## config.mk

```make
export PLATFORM = sky130hd
export DESIGN_NAME = rca_error_monitor
export DESIGN_NICKNAME = d
export VERILOG_FILES = /design/src/rtl/rca_error_monitor_pkg.sv /design/src/rtl/rca_error_distance.sv /design/src/rtl/rca_error_monitor.sv
export SDC_FILE = /design/constraint.sdc
export NUM_CORES = 1
export LEC_CHECK = 0
export ABC_CLOCK_PERIOD_IN_PS = 3400
export BUFFER_PORTS_ARGS = -buffer_cell sky130_fd_sc_hd__buf_4
export CORE_MARGIN = 3
export CORE_UTILIZATION = 30
export DETAILED_ROUTE_END_ITERATION = 16
export PLACE_DENSITY = 0.45
export SYNTH_ARGS = -nofsm -noshare
export SYNTH_HDL_FRONTEND = slang
export SYNTH_HIERARCHICAL = 1
export SYNTH_SLANG_ARGS = --single-unit
```

## constraint.sdc

```tcl
create_clock -name clk -period 3.4 [get_ports clk]
set_input_delay 0.17 -clock clk [delete_from_list [all_inputs] [get_ports clk]]
set_output_delay 0.17 -clock clk [all_outputs]
set_load 0.005 [all_outputs]
```

## src/rtl/rca_error_monitor_pkg.sv

```systemverilog
// rtl/rca_error_monitor_pkg.sv - shared state encoding and defaults for the adder error monitor
package rca_error_monitor_pkg;

    localparam int DEFAULT_WIDTH = 4;
    localparam int DEFAULT_CNT_W = 16;

    typedef enum logic [1:0] {
        ST_IDLE  = 2'd0,
        ST_RUN   = 2'd1,
        ST_DRAIN = 2'd2,
        ST_FIN   = 2'd3
    } state_t;

endpackage

```

## src/rtl/rca_error_distance.sv

```systemverilog
// rtl/rca_error_distance.sv - combinational error distance between exact and approximate adder results
module rca_error_distance
    import rca_error_monitor_pkg::*;
#(
    parameter int WIDTH = DEFAULT_WIDTH
) (
    input  logic [WIDTH-1:0] a,
    input  logic [WIDTH-1:0] b,
    input  logic             cin,
    input  logic [WIDTH-1:0] sum,
    input  logic             cout,
    output logic [WIDTH:0]   ed,
    output logic             err
);

    logic [WIDTH:0] exact;
    logic [WIDTH:0] approx;

    assign exact  = {1'b0, a} + {1'b0, b} + {{WIDTH{1'b0}}, cin};
    assign approx = {cout, sum};
    assign ed     = (exact >= approx) ? (exact - approx) : (approx - exact);
    assign err    = (exact != approx);

endmodule

```

## src/rtl/rca_error_monitor.sv

```systemverilog
// rtl/rca_error_monitor.sv - windowed error-metric accumulator for adders under test
module rca_error_monitor
    import rca_error_monitor_pkg::*;
#(
    parameter int WIDTH = DEFAULT_WIDTH,
    parameter int CNT_W = DEFAULT_CNT_W
) (
    input  logic                    clk,
    input  logic                    rst,
    input  logic                    start,
    input  logic [CNT_W-1:0]        n_samples,
    input  logic                    valid_in,
    input  logic [WIDTH-1:0]        a,
    input  logic [WIDTH-1:0]        b,
    input  logic                    cin,
    input  logic [WIDTH-1:0]        sum,
    input  logic                    cout,
    output logic                    busy,
    output logic                    done,
    output logic                    mismatch,
    output logic [CNT_W-1:0]        sample_cnt,
    output logic [CNT_W-1:0]        err_cnt,
    output logic [WIDTH:0]          max_ed,
    output logic [CNT_W+WIDTH:0]    sum_ed
);

    localparam int SUM_W = CNT_W + WIDTH + 1;

    state_t             state;
    state_t             state_nxt;
    logic [CNT_W-1:0]   n_lat;
    logic               accept;
    logic               last_sample;
    logic               pipe_empty;

    logic               s1_valid;
    logic [WIDTH-1:0]   s1_a;
    logic [WIDTH-1:0]   s1_b;
    logic [WIDTH-1:0]   s1_sum;
    logic               s1_cin;
    logic               s1_cout;
    logic [WIDTH:0]     s1_ed;
    logic               s1_err;

    logic               s2_valid;
    logic [WIDTH:0]     s2_ed;
    logic               s2_err;

    logic [SUM_W:0]     sum_ext;

    rca_error_distance #(.WIDTH(WIDTH)) u_dist (
        .a    (s1_a),
        .b    (s1_b),
        .cin  (s1_cin),
        .sum  (s1_sum),
        .cout (s1_cout),
        .ed   (s1_ed),
        .err  (s1_err)
    );

    assign accept      = (state == ST_RUN) && valid_in;
    assign last_sample = ((sample_cnt + CNT_W'(1)) == n_lat);
    assign pipe_empty  = !s1_valid && !s2_valid;
    assign busy        = (state == ST_RUN) || (state == ST_DRAIN);
    assign done        = (state == ST_FIN);
    assign mismatch    = s2_valid && s2_err;
    // One extra bit catches overflow so the running sum can clamp at all-ones
    assign sum_ext     = {1'b0, sum_ed} + {{(SUM_W - WIDTH){1'b0}}, s2_ed};

    always_comb begin
        state_nxt = state;
        case (state)
            ST_IDLE:  if (start) state_nxt = (n_samples == '0) ? ST_FIN : ST_RUN;
            ST_RUN:   if (accept && last_sample) state_nxt = ST_DRAIN;
            ST_DRAIN: if (pipe_empty) state_nxt = ST_FIN;
            ST_FIN:   state_nxt = ST_IDLE;
            default:  state_nxt = ST_IDLE;
        endcase
    end

    always_ff @(posedge clk) begin
        if (rst) begin
            state      <= ST_IDLE;
            n_lat      <= '0;
            s1_valid   <= 1'b0;
            s1_a       <= '0;
            s1_b       <= '0;
            s1_sum     <= '0;
            s1_cin     <= 1'b0;
            s1_cout    <= 1'b0;
            s2_valid   <= 1'b0;
            s2_ed      <= '0;
            s2_err     <= 1'b0;
            sample_cnt <= '0;
            err_cnt    <= '0;
            max_ed     <= '0;
            sum_ed     <= '0;
        end else begin
            state    <= state_nxt;
            s1_valid <= accept;
            if (accept) begin
                s1_a    <= a;
                s1_b    <= b;
                s1_cin  <= cin;
                s1_sum  <= sum;
                s1_cout <= cout;
            end
            s2_valid <= s1_valid;
            s2_ed    <= s1_ed;
            s2_err   <= s1_err;

            // The pipeline is always empty in IDLE, so clearing here cannot drop a sample
            if (state == ST_IDLE && start) begin
                n_lat      <= n_samples;
                sample_cnt <= '0;
                err_cnt    <= '0;
                max_ed     <= '0;
                sum_ed     <= '0;
            end else begin
                if (accept) sample_cnt <= sample_cnt + CNT_W'(1);
                if (s2_valid) begin
                    if (s2_err) err_cnt <= err_cnt + CNT_W'(1);
                    if (s2_ed > max_ed) max_ed <= s2_ed;
                    sum_ed <= sum_ext[SUM_W] ? {SUM_W{1'b1}} : sum_ext[SUM_W-1:0];
                end
            end
        end
    end

endmodule

```

; Word-level counts from Yosys, hierarchy flattened
; Index checks and enable logic that the tools add are counted.
[word_totals]
word_cells = 53
rom_bits = 0
mem_count = 0
latchBits = 0
output_inout_bits = 61
register_bits = 98
inputBits = 34
mem_bits_rw = 0
[op_classes]
mul = 0
shifts = 0
div = 0
addsub = 7
n_lt_le_gt_ge = 2
eq_ne = 8
reduce_logical = 14
mux = 7
bitwise_logic = 0
[op_table]
columns = cell, count
row1 = 16-bit by 1-bit adder with 16-bit output (second input constant), 2
row2 = 21-bit by 5-bit adder with 22-bit output, 1
row3 = 21-bit two-way mux, 1
row4 = 16-bit == test, 1
row5 = 16-bit zero test, 1
row6 = 5-bit subtractor, 2
row7 = 2-bit two-way mux, 4
row8 = 2-bit case mux with 4 select lines, 1
row9 = 4-bit by 4-bit adder with 5-bit output, 1
row10 = 5-bit by 1-bit adder with 5-bit output, 1
row11 = 5-bit greater-or-equal comparator, 1
row12 = 5-bit greater-than comparator, 1
row13 = 1-bit logical AND, 5
row14 = 5-bit two-way mux, 1
row15 = 5-bit inequality test, 1
row16 = 2-bit == test (second input constant), 2
row17 = 2-bit inequality test (second input constant), 2
row18 = 2-bit AND reduction, 2
row19 = 3-bit AND reduction, 1
row20 = 2-bit by 1-bit == test with 1-bit output (second input constant), 1
row21 = 1-bit zero test, 2
row22 = 2-bit zero test, 1
row23 = 2-bit by 1-bit inequality test with 1-bit output (second input constant), 1
row24 = 2-bit OR reduction, 1
row25 = 1-bit logical OR, 1

; Logic depth before layout (Yosys ltp)
; Gate-level depths: netlist of the first run.
[depth]
word_depth = 5
ltp_mapped = 12
ltp_nobuf = 12

; Modules after synthesis
; The synthesis of the first run kept the hierarchy.
[by_module_without_submodules]
columns = mod, seq_area_each_um2, cells_per_inst, area_per_inst_um2, n_inst
row1 = rca_error_monitor, 1961.9, 574, 4809.6, 1
row2 = rca_error_distance, 0.0, 65, 541.8, 1

; Worst setup path after synthesis of the first run
; Ideal clock, no wire load.
[synth_path]
path_type = flip-flop to flip-flop
from = reg s1_a[0]
to = reg s2_ed[1]
path_slack_ps = 681
path_buffers = 0
required_ps = 3282
setup_time_ps = 118
stages_incl_launch_ff = 13
arrival_time_ps = 2601
synth_period_minus_slack_ps = 2719
path_cell_list = dfxtp_1 -> fa_1 -> inv_1 -> fa_1 -> nor2b_1 -> o21ai_0 -> nand2b_1 -> ha_1 -> a21oi_1 -> o31ai_2 -> a31oi_2 -> mux2_4 -> nor2b_1
[synth_between]
elab_chain_len = 4
elab_cells_between_ends = 6
classes_between = 4 x add/sub / 1 x order compare / 1 x mux
[synth_lines]
columns = element, line_no
row1 = start: declaration, rca_error_monitor.sv:37  ; logic [WIDTH-1:0] s1_a;
row2 = start signal: assignment, rca_error_monitor.sv:86  ; s1_a <= '0;
row3 = start signal: assignment, rca_error_monitor.sv:102  ; s1_a <= a;
row4 = 4-bit by 4-bit adder with 5-bit output *, rca_error_distance.sv:19  ; assign exact = {1'b0, a} + {1'b0, b} + {{WIDTH{1'b0}}, cin};
row5 = 5-bit by 1-bit adder with 5-bit output *, rca_error_distance.sv:19
row6 = 5-bit subtractor / 5-bit greater-or-equal comparator (equally long branches), rca_error_distance.sv:21  ; assign ed = (exact >= approx) ? (exact - approx) : (approx - exact);
row7 = 5-bit two-way mux *, rca_error_distance.sv:21
row8 = net s1_ed[1], rca_error_monitor.sv:42  ; logic [WIDTH:0] s1_ed;
row9 = end signal: assignment, rca_error_monitor.sv:92  ; s2_ed <= '0;
row10 = end signal: assignment, rca_error_monitor.sv:109  ; s2_ed <= s1_ed;
row11 = end: declaration, rca_error_monitor.sv:46  ; logic [WIDTH:0] s2_ed;
; The timed path passes the listed nets; every way through them passes the cells marked *.
; A chain may end at the register's enable or synchronous reset.

; Worst setup path in the final report of the first run
; Ends and elaborated chain as after synthesis.

==> key figures, run 1 <==
Run status
  • Status: complete, no violations

STA
  • Final period utilization: 86.7%
  • Fin crit period: 2.95 ns
  • Maximum clock rate: between 300 and 400 MHz
  • Slew HR: between 40% and 50%
  • Setup Viol. Count Final: 0
  • Worst-margin pin slew: 0.847 ns
  • RSZ-0062 raised after global routing: false
  • Slew Viols, Final: 0
  • Setup TNS: 0 ns
  • Final Hold Fails: 0
  • Final hold slack: 0.0717 ns
  • Worst clock skew: 0.00840 ns

Routing
  • Post-Route WL: 13600 µm
  • ANT nets after route: 0
  • Routed via count: 4593
  • Metal-1 WL: 6830 µm
  • Via density per instance: roughly 4.9
  • Top layer in use: met4
  • Starting DRT DRC Count: 175
  • Met2 Routed Length: 5980 µm
  • Drt wl/cell: between 10 and 15 µm
  • First drt pass iteration count: 4
  • DRC viols: 0
  • Met3 WL: between 500 and 600 µm

Finish
  • Diodes inserted: 0
  • Area of the multi-input gates: about 0.0031 mm²
  • Share of layout cells above drive strength 1: between 10% and 20%
  • Final nets: between 700 and 800
  • Layout area overhead: 21.3%
  • # fillers: 1805
  • Sequential Area: between 0.0015 and 0.002 mm²
  • Final Cell Area: between 0.006 and 0.007 mm²

Setup path
  • Crit path from: s1_a[0]
  • Crit path max fanout: 6
  • CP startpoint kind: register
  • CP Data Required Time: around 3.6 ns
  • Critical Path Sink Type: register
  • Setup CP Type: register to register
  • R2R Path Start: s1_a[0]
  • CP arrival: about 3.2 ns

Synth
  • Yosys top cell area share: 36.7%
  • Top post-synthesis cells by area: dfxtp_1, ha_1, nand2_1, a21oi_1, xnor2_1
  • Sequential element share of the synthesized area: 36.7%
  • Most common cell in the netlist: dfxtp_1
  • Avg Inst Size Synth: 8.37 µm²
  • Commonest cells post-synth: dfxtp_1, nand2_1, a21oi_1
  • Mapped Nets: about 710
  • Yosys warns: 6
  • Synth cell types: 57
  • Mapped Cells: 639
  • Synthesized cell area: between 0.005 and 0.006 mm²
  • Async S/R FF share, synth: 0%
  • Synth Flop Type: dfxtp_1
  • Post-synth EDFFs: 0
  • Area leader, netlist: dfxtp_1
  • FF+latch count, synth: between 90 and 100

Power and ir drop
  • Power Total: between 3 and 4 mW
  • Pwr per Cell Area: ~530 mW/mm²
  • Peak supply drop: 0.321 mV
  • LEAKAGE: 2.52 nW

Placed design
  • PortBufs: 94
  • Post-DP Area: 0.00621 mm²
  • RePlAce Congestion: 0.855
  • HPWL Detailed: just over 10000 µm

Floorplanning
  • Core footprint: about 0.017 mm²
  • Die Area: between 0.015 and 0.02 mm²
  • Row cnt: 48
  • I/O pin count: 95
  • Die Y-Extent: 140 µm
  • Initial Utilization: a little under a third
  • Die Width: 140 µm

Worst hold path
  • Hold Startpoint: sum[0]
  • Hold Crit Class: input port to register

Global route
  • Total GRT Usage: between 10% and 20%
  • Vias in the first global route: approximately 4500
  • Largest net degree at the start of global routing: 43
  • Global-route wire length before repair: about 23000 µm
  • GRT overflow: 0
  • Initial antenna violation count: 0

Flow run
  • Max-cap violations: 0

CTS
  • CTS Buf Count: 9
  • TritonCTS Sinks: 98
  • Root Driver: clkbuf_16
  • Reg clk slew, reported paths: 0.07 ns
  • TritonCTS clock tree: done
  • CTS H-tree lvls: 3
  • Clock latency on the worst-skew pair: approximately 0.34 ns
  • # resized after CTS: 0
  • Clk buf depth: 2
  • Post-CTS Repair Setup Buffers: 0
  • # hold bufs at CTS: 0
-- cells in the final DEF (no fill, tap or decap), drive strengths merged, types with 12 or more instances in the layout --
cell	Yosys	routed
buf	8	100
dfxtp	98	98
nand2	94	94
a21oi	65	65
nor2	47	47
inv	34	34
xnor2	34	34
xor2	29	29
ha	29	29
o21ai	25	25
nand3	17	17
nor4	12	12
nand4	12	12
-- metal layers --
layer	GRT usage, %	vias up
met5	0	-
met4	4.44	0
li1	-	2341
met2	22.3	90
met1	19.7	2147
met3	2.65	15
-- stage by stage --
| step | util (%) | instances | worst slack [ns] |
|---|---|---|---|
| final | 37.4 | 947 | 0.452 |
| after CTS | 37.4 | 947 | 0.432 |
| after global placement | 35.8 | 931 | 0.502 |
| after floorplan | - | 639 | 0.681 |
| after global routing | 37.4 | 947 | 0.241 |
| after detailed placement | 35.8 | 931 | 0.445 |
-- critical path, stage by stage, from the launching register on --
cell and delay (ns):
dfxtp_1 0.33, fa_1 0.45, inv_1 0.09, fa_1 0.21
nor2b_1 0.05, o21ai_0 0.14, nand2b_1 0.09, ha_1 0.38
a21oi_1 0.24, o31ai_2 0.13, a31oi_2 0.29, mux2_4 0.32
nor2b_1 0.12
-- cells by family (layout without fill, tap and decap cells) --
family                   after synthesis  count (layout)  share of synthesized area, %
AO/OA/AOI/OAI                        127             127                          14.7
XOR/XNOR                              63              63                          10.3
adder cells (fa/ha/maj)               34              34                          8.65
buffers and inverters                 67             150                          5.63
flip-flops                            98              98                          36.7
multiplexers                          11              11                          2.15
AND/OR/NAND/NOR                      239             239                          21.9
-- final timing paths --
kind         depth (start not counted)  slack [ns]   endpoint
max                                 12        0.45   s2_ed[1]
min                                  3        0.07  s1_sum[0]
max reg2reg                         12        0.45   s2_ed[1]
min reg2reg                          1        0.46   s2_valid
-- where the power goes --
group | switching, mW | total (mW) | internal, mW
combinational | 0.635 | 1.12 | 0.490
sequential | 0.0902 | 1.34 | 1.25
clock | 0.458 | 0.975 | 0.517
-- state kept, by name (all words and copies together) (netlist names) --
register    cells
state           2
sum_ed         21
s1_b            4
s1_sum          4
err_cnt        16
s2_err          1
max_ed          5
s1_cout         1
sample_cnt     16
s1_cin          1
n_lat          16
s2_ed           5
s1_valid        1
s2_valid        1
s1_a            4
-- area by class of cell --
| cell class | instances | area share (%) |
|---|---|---|
| multi-input cells | 474 | 47.6 |
| flip-flops and latches | 98 | 30.2 |
| repair buffers | 100 | 11.6 |
| well taps | 225 | 4.34 |
| clock buffers | 10 | 3.68 |
| inverters | 34 | 1.97 |
| clock inverters | 6 | 0.655 |
Note: power is estimated with default switching activity, not from simulation.
==> run 2: changes to the inputs <==
PLACE_DENSITY = not set   (was 0.45)
PLACE_DENSITY_LB_ADDON = 0.2   (was not set)
SKIP_LAST_GASP = 1   (was not set)
==> run 2 against run 1 <==
Effect of this change:
- sequential share of layout area down 0.26 points
- utilization is 0.32 points higher
- first-iteration DRC count grew 10%
- setup slack lost 0.051 ns
- maximum frequency decreased by 1.7%
- hold slack got worse by 0.0024 ns
- critical path type unchanged
- die area unchanged
- combinational power about the same
- sequential cell count stayed put
- sequential power is essentially flat
==> key figures, run 2 (synthesis results as in run 1) <==
Setup path
  • Worst path cell trace: fa_1 > inv_1 > fa_1 > nor2b_1 > o21ai_0 > nand2b_1 > ha_1 > a21oi_1 > o31ai_2 > a31oi_2 > mux2_4 > nor2b_1
  • R2r setup slk: 0.40 ns
  • Reg2reg path depth: 12
  • Crit path max fanout: 6
  • Critical Path Sink Type: register
  • CP Depth: 12
  • Crit-path leading delay family: adder cells
  • Crit-path max cell delay: approximately 0.45 ns
  • RR Endpoint: s2_ed[1]
  • Setup CP Type: register to register
  • CP arrival: 3.22 ns
  • CP Data Required Time: about 3.6 ns
  • CP max-delay cell: fa_1
  • CP startpoint kind: register
  • R2R Path Start: s1_a[0]
  • Crit path from: s1_a[0]
  • Number of buffers and inverters on the critical path: 1
  • Setup crit end: s2_ed[1]

CTS
  • Clk buf depth: 2
  • Clock latency on the worst-skew pair: 0.34 ns
  • # hold bufs at CTS: 0
  • Root Driver: clkbuf_16
  • # resized after CTS: 0
  • TritonCTS Sinks: 98
  • TritonCTS clock tree: done
  • Reg clk slew, reported paths: 0.07 ns
  • Post-CTS Repair Setup Buffers: 0
  • CTS H-tree lvls: 3
  • CTS Buf Count: 9

STA
  • Maximum clock rate: between 300 and 400 MHz
  • Final Hold Fails: 0
  • Final period utilization: between 80 and 90%
  • RSZ-0062 raised after global routing: false
  • Fin crit period: roughly 3.0 ns
  • Worst clock skew: between 0.003 and 0.004 ns
  • Worst-margin pin slew: roughly 0.8 ns
  • Slew Viols, Final: 0
  • Setup ws final: between 0.4 and 0.5 ns
  • Setup TNS: 0 ns
  • Slew HR: 46.3%
  • Setup Viol. Count Final: 0

Global route
  • Vias in the first global route: 4527
  • GRT overflow: 0
  • Largest net degree at the start of global routing: 43
  • Total GRT Usage: ~14%
  • Global-route wire length before repair: between 20000 and 25000 µm
  • Initial antenna violation count: 0

Floorplanning
  • Die Y-Extent: 140 µm
  • Die Area: approximately 0.019 mm²
  • Die Width: around 140 µm
  • Row cnt: 48
  • Initial Utilization: 30.8%
  • I/O pin count: 95
  • Core footprint: approximately 0.017 mm²

Finish
  • Diodes inserted: 0
  • Max FFs per register: 21
  • Most flops, register: sum_ed
  • Sequential Area: slightly below 0.002 mm²
  • Final nets: between 700 and 800
  • Most frequent cells in the layout: dfxtp_1, buf_4, nand2_1
  • # fillers: about 1800
  • Final cell utilization of the core: between 30 and 40%
  • Layout area overhead: 22.4%
  • Final Cell Area: ~0.0066 mm²
  • Area of the multi-input gates: 0.00309 mm²
  • Share of layout cells above drive strength 1: 18.3%

Placed design
  • PortBufs: 94
  • Post-DP Area: 0.00620 mm²
  • HPWL Detailed: slightly above 10000 µm
  • RePlAce Congestion: ~0.84
  • Worst slack, placed: between 0.3 and 0.4 ns

Routing
  • DRC viols: 0
  • Routed via count: 4588
  • Starting DRT DRC Count: a little under 200
  • Drt wl/cell: 14.1 µm
  • ANT nets after route: 0
  • First drt pass iteration count: 4
  • Post-Route WL: ~13000 µm
  • Via density per instance: slightly below 5

Power and ir drop
  • LEAKAGE: 2.54 nW
  • Pwr per Cell Area: 555 mW/mm²
  • Peak supply drop: 0.303 mV

Flow run
  • Max-cap violations: 0

Run status
  • Status: complete, no violations

Worst hold path
  • Hold Crit Class: input port to register
[run 2: changes by cell type in the layout (fill, tap and decap cells not counted), sizes merged]
cell / delta
clkinv: -3
buf: -2
bufinv: +3
[run 2: cell type report]
type | instances | share of cell area (%)
timing repair buffer | 98 | 11.2
tap | 225 | 4.30
clock buffer | 10 | 3.65
inverter | 34 | 1.95
sequential | 98 | 30.0
clock inverter | 6 | 1.74
multi-input combinational | 474 | 47.2
[run 2: tightest hold or removal path, cell delays in order]
cell	delay, ns
buf_4	0.11
nand2_1	0.04
a21oi_1	0.05
[run 2: worst min-delay path by stage]
stage | from | endpoint | slack (ns) | cells after the start
finish | a[3] | s1_a[3] | 0.07 | 3
global route | cin | s1_cin | 0.06 | 3
CTS | a[3] | s1_a[3] | 0.05 | 3
detailed placement | sum[2] | s1_sum[2] | 0.43 | 3
global placement | sum[2] | s1_sum[2] | 0.42 | 3
floorplan | cout | s1_cout | 0.31 | 2
[run 2: where the power goes]
group | switching, mW | internal, mW | total (mW)
logic | 0.606 | 0.483 | 1.09
registers | 0.0980 | 1.25 | 1.35
clock network | 0.456 | 0.741 | 1.20
total | 1.16 | 2.47 | 3.63
[run 2: through the flow]
| step | instances | power, mW | hold slack [ns] |
|---|---|---|---|
| finish | 945 | 3.63 | 0.0694 |
| floorplan | 639 | 2.18 | 0.306 |
| global route | 945 | 3.89 | 0.0615 |
| CTS | 945 | 3.69 | 0.0532 |
| detailed placement | 929 | 2.49 | 0.428 |
| global placement | 929 | 2.44 | 0.421 |
[run 2: per-layer routing]
| layer | vias up | GRT usage (%) | wire length (µm) |
|---|---|---|---|
| met5 | - | 0 | 0 |
| met3 | 18 | 2.65 | 549 |
| li1 | 2337 | - | - |
| met2 | 94 | 22.7 | 6100 |
| met1 | 2139 | 18.2 | 6370 |
| met4 | 0 | 5.10 | 259 |
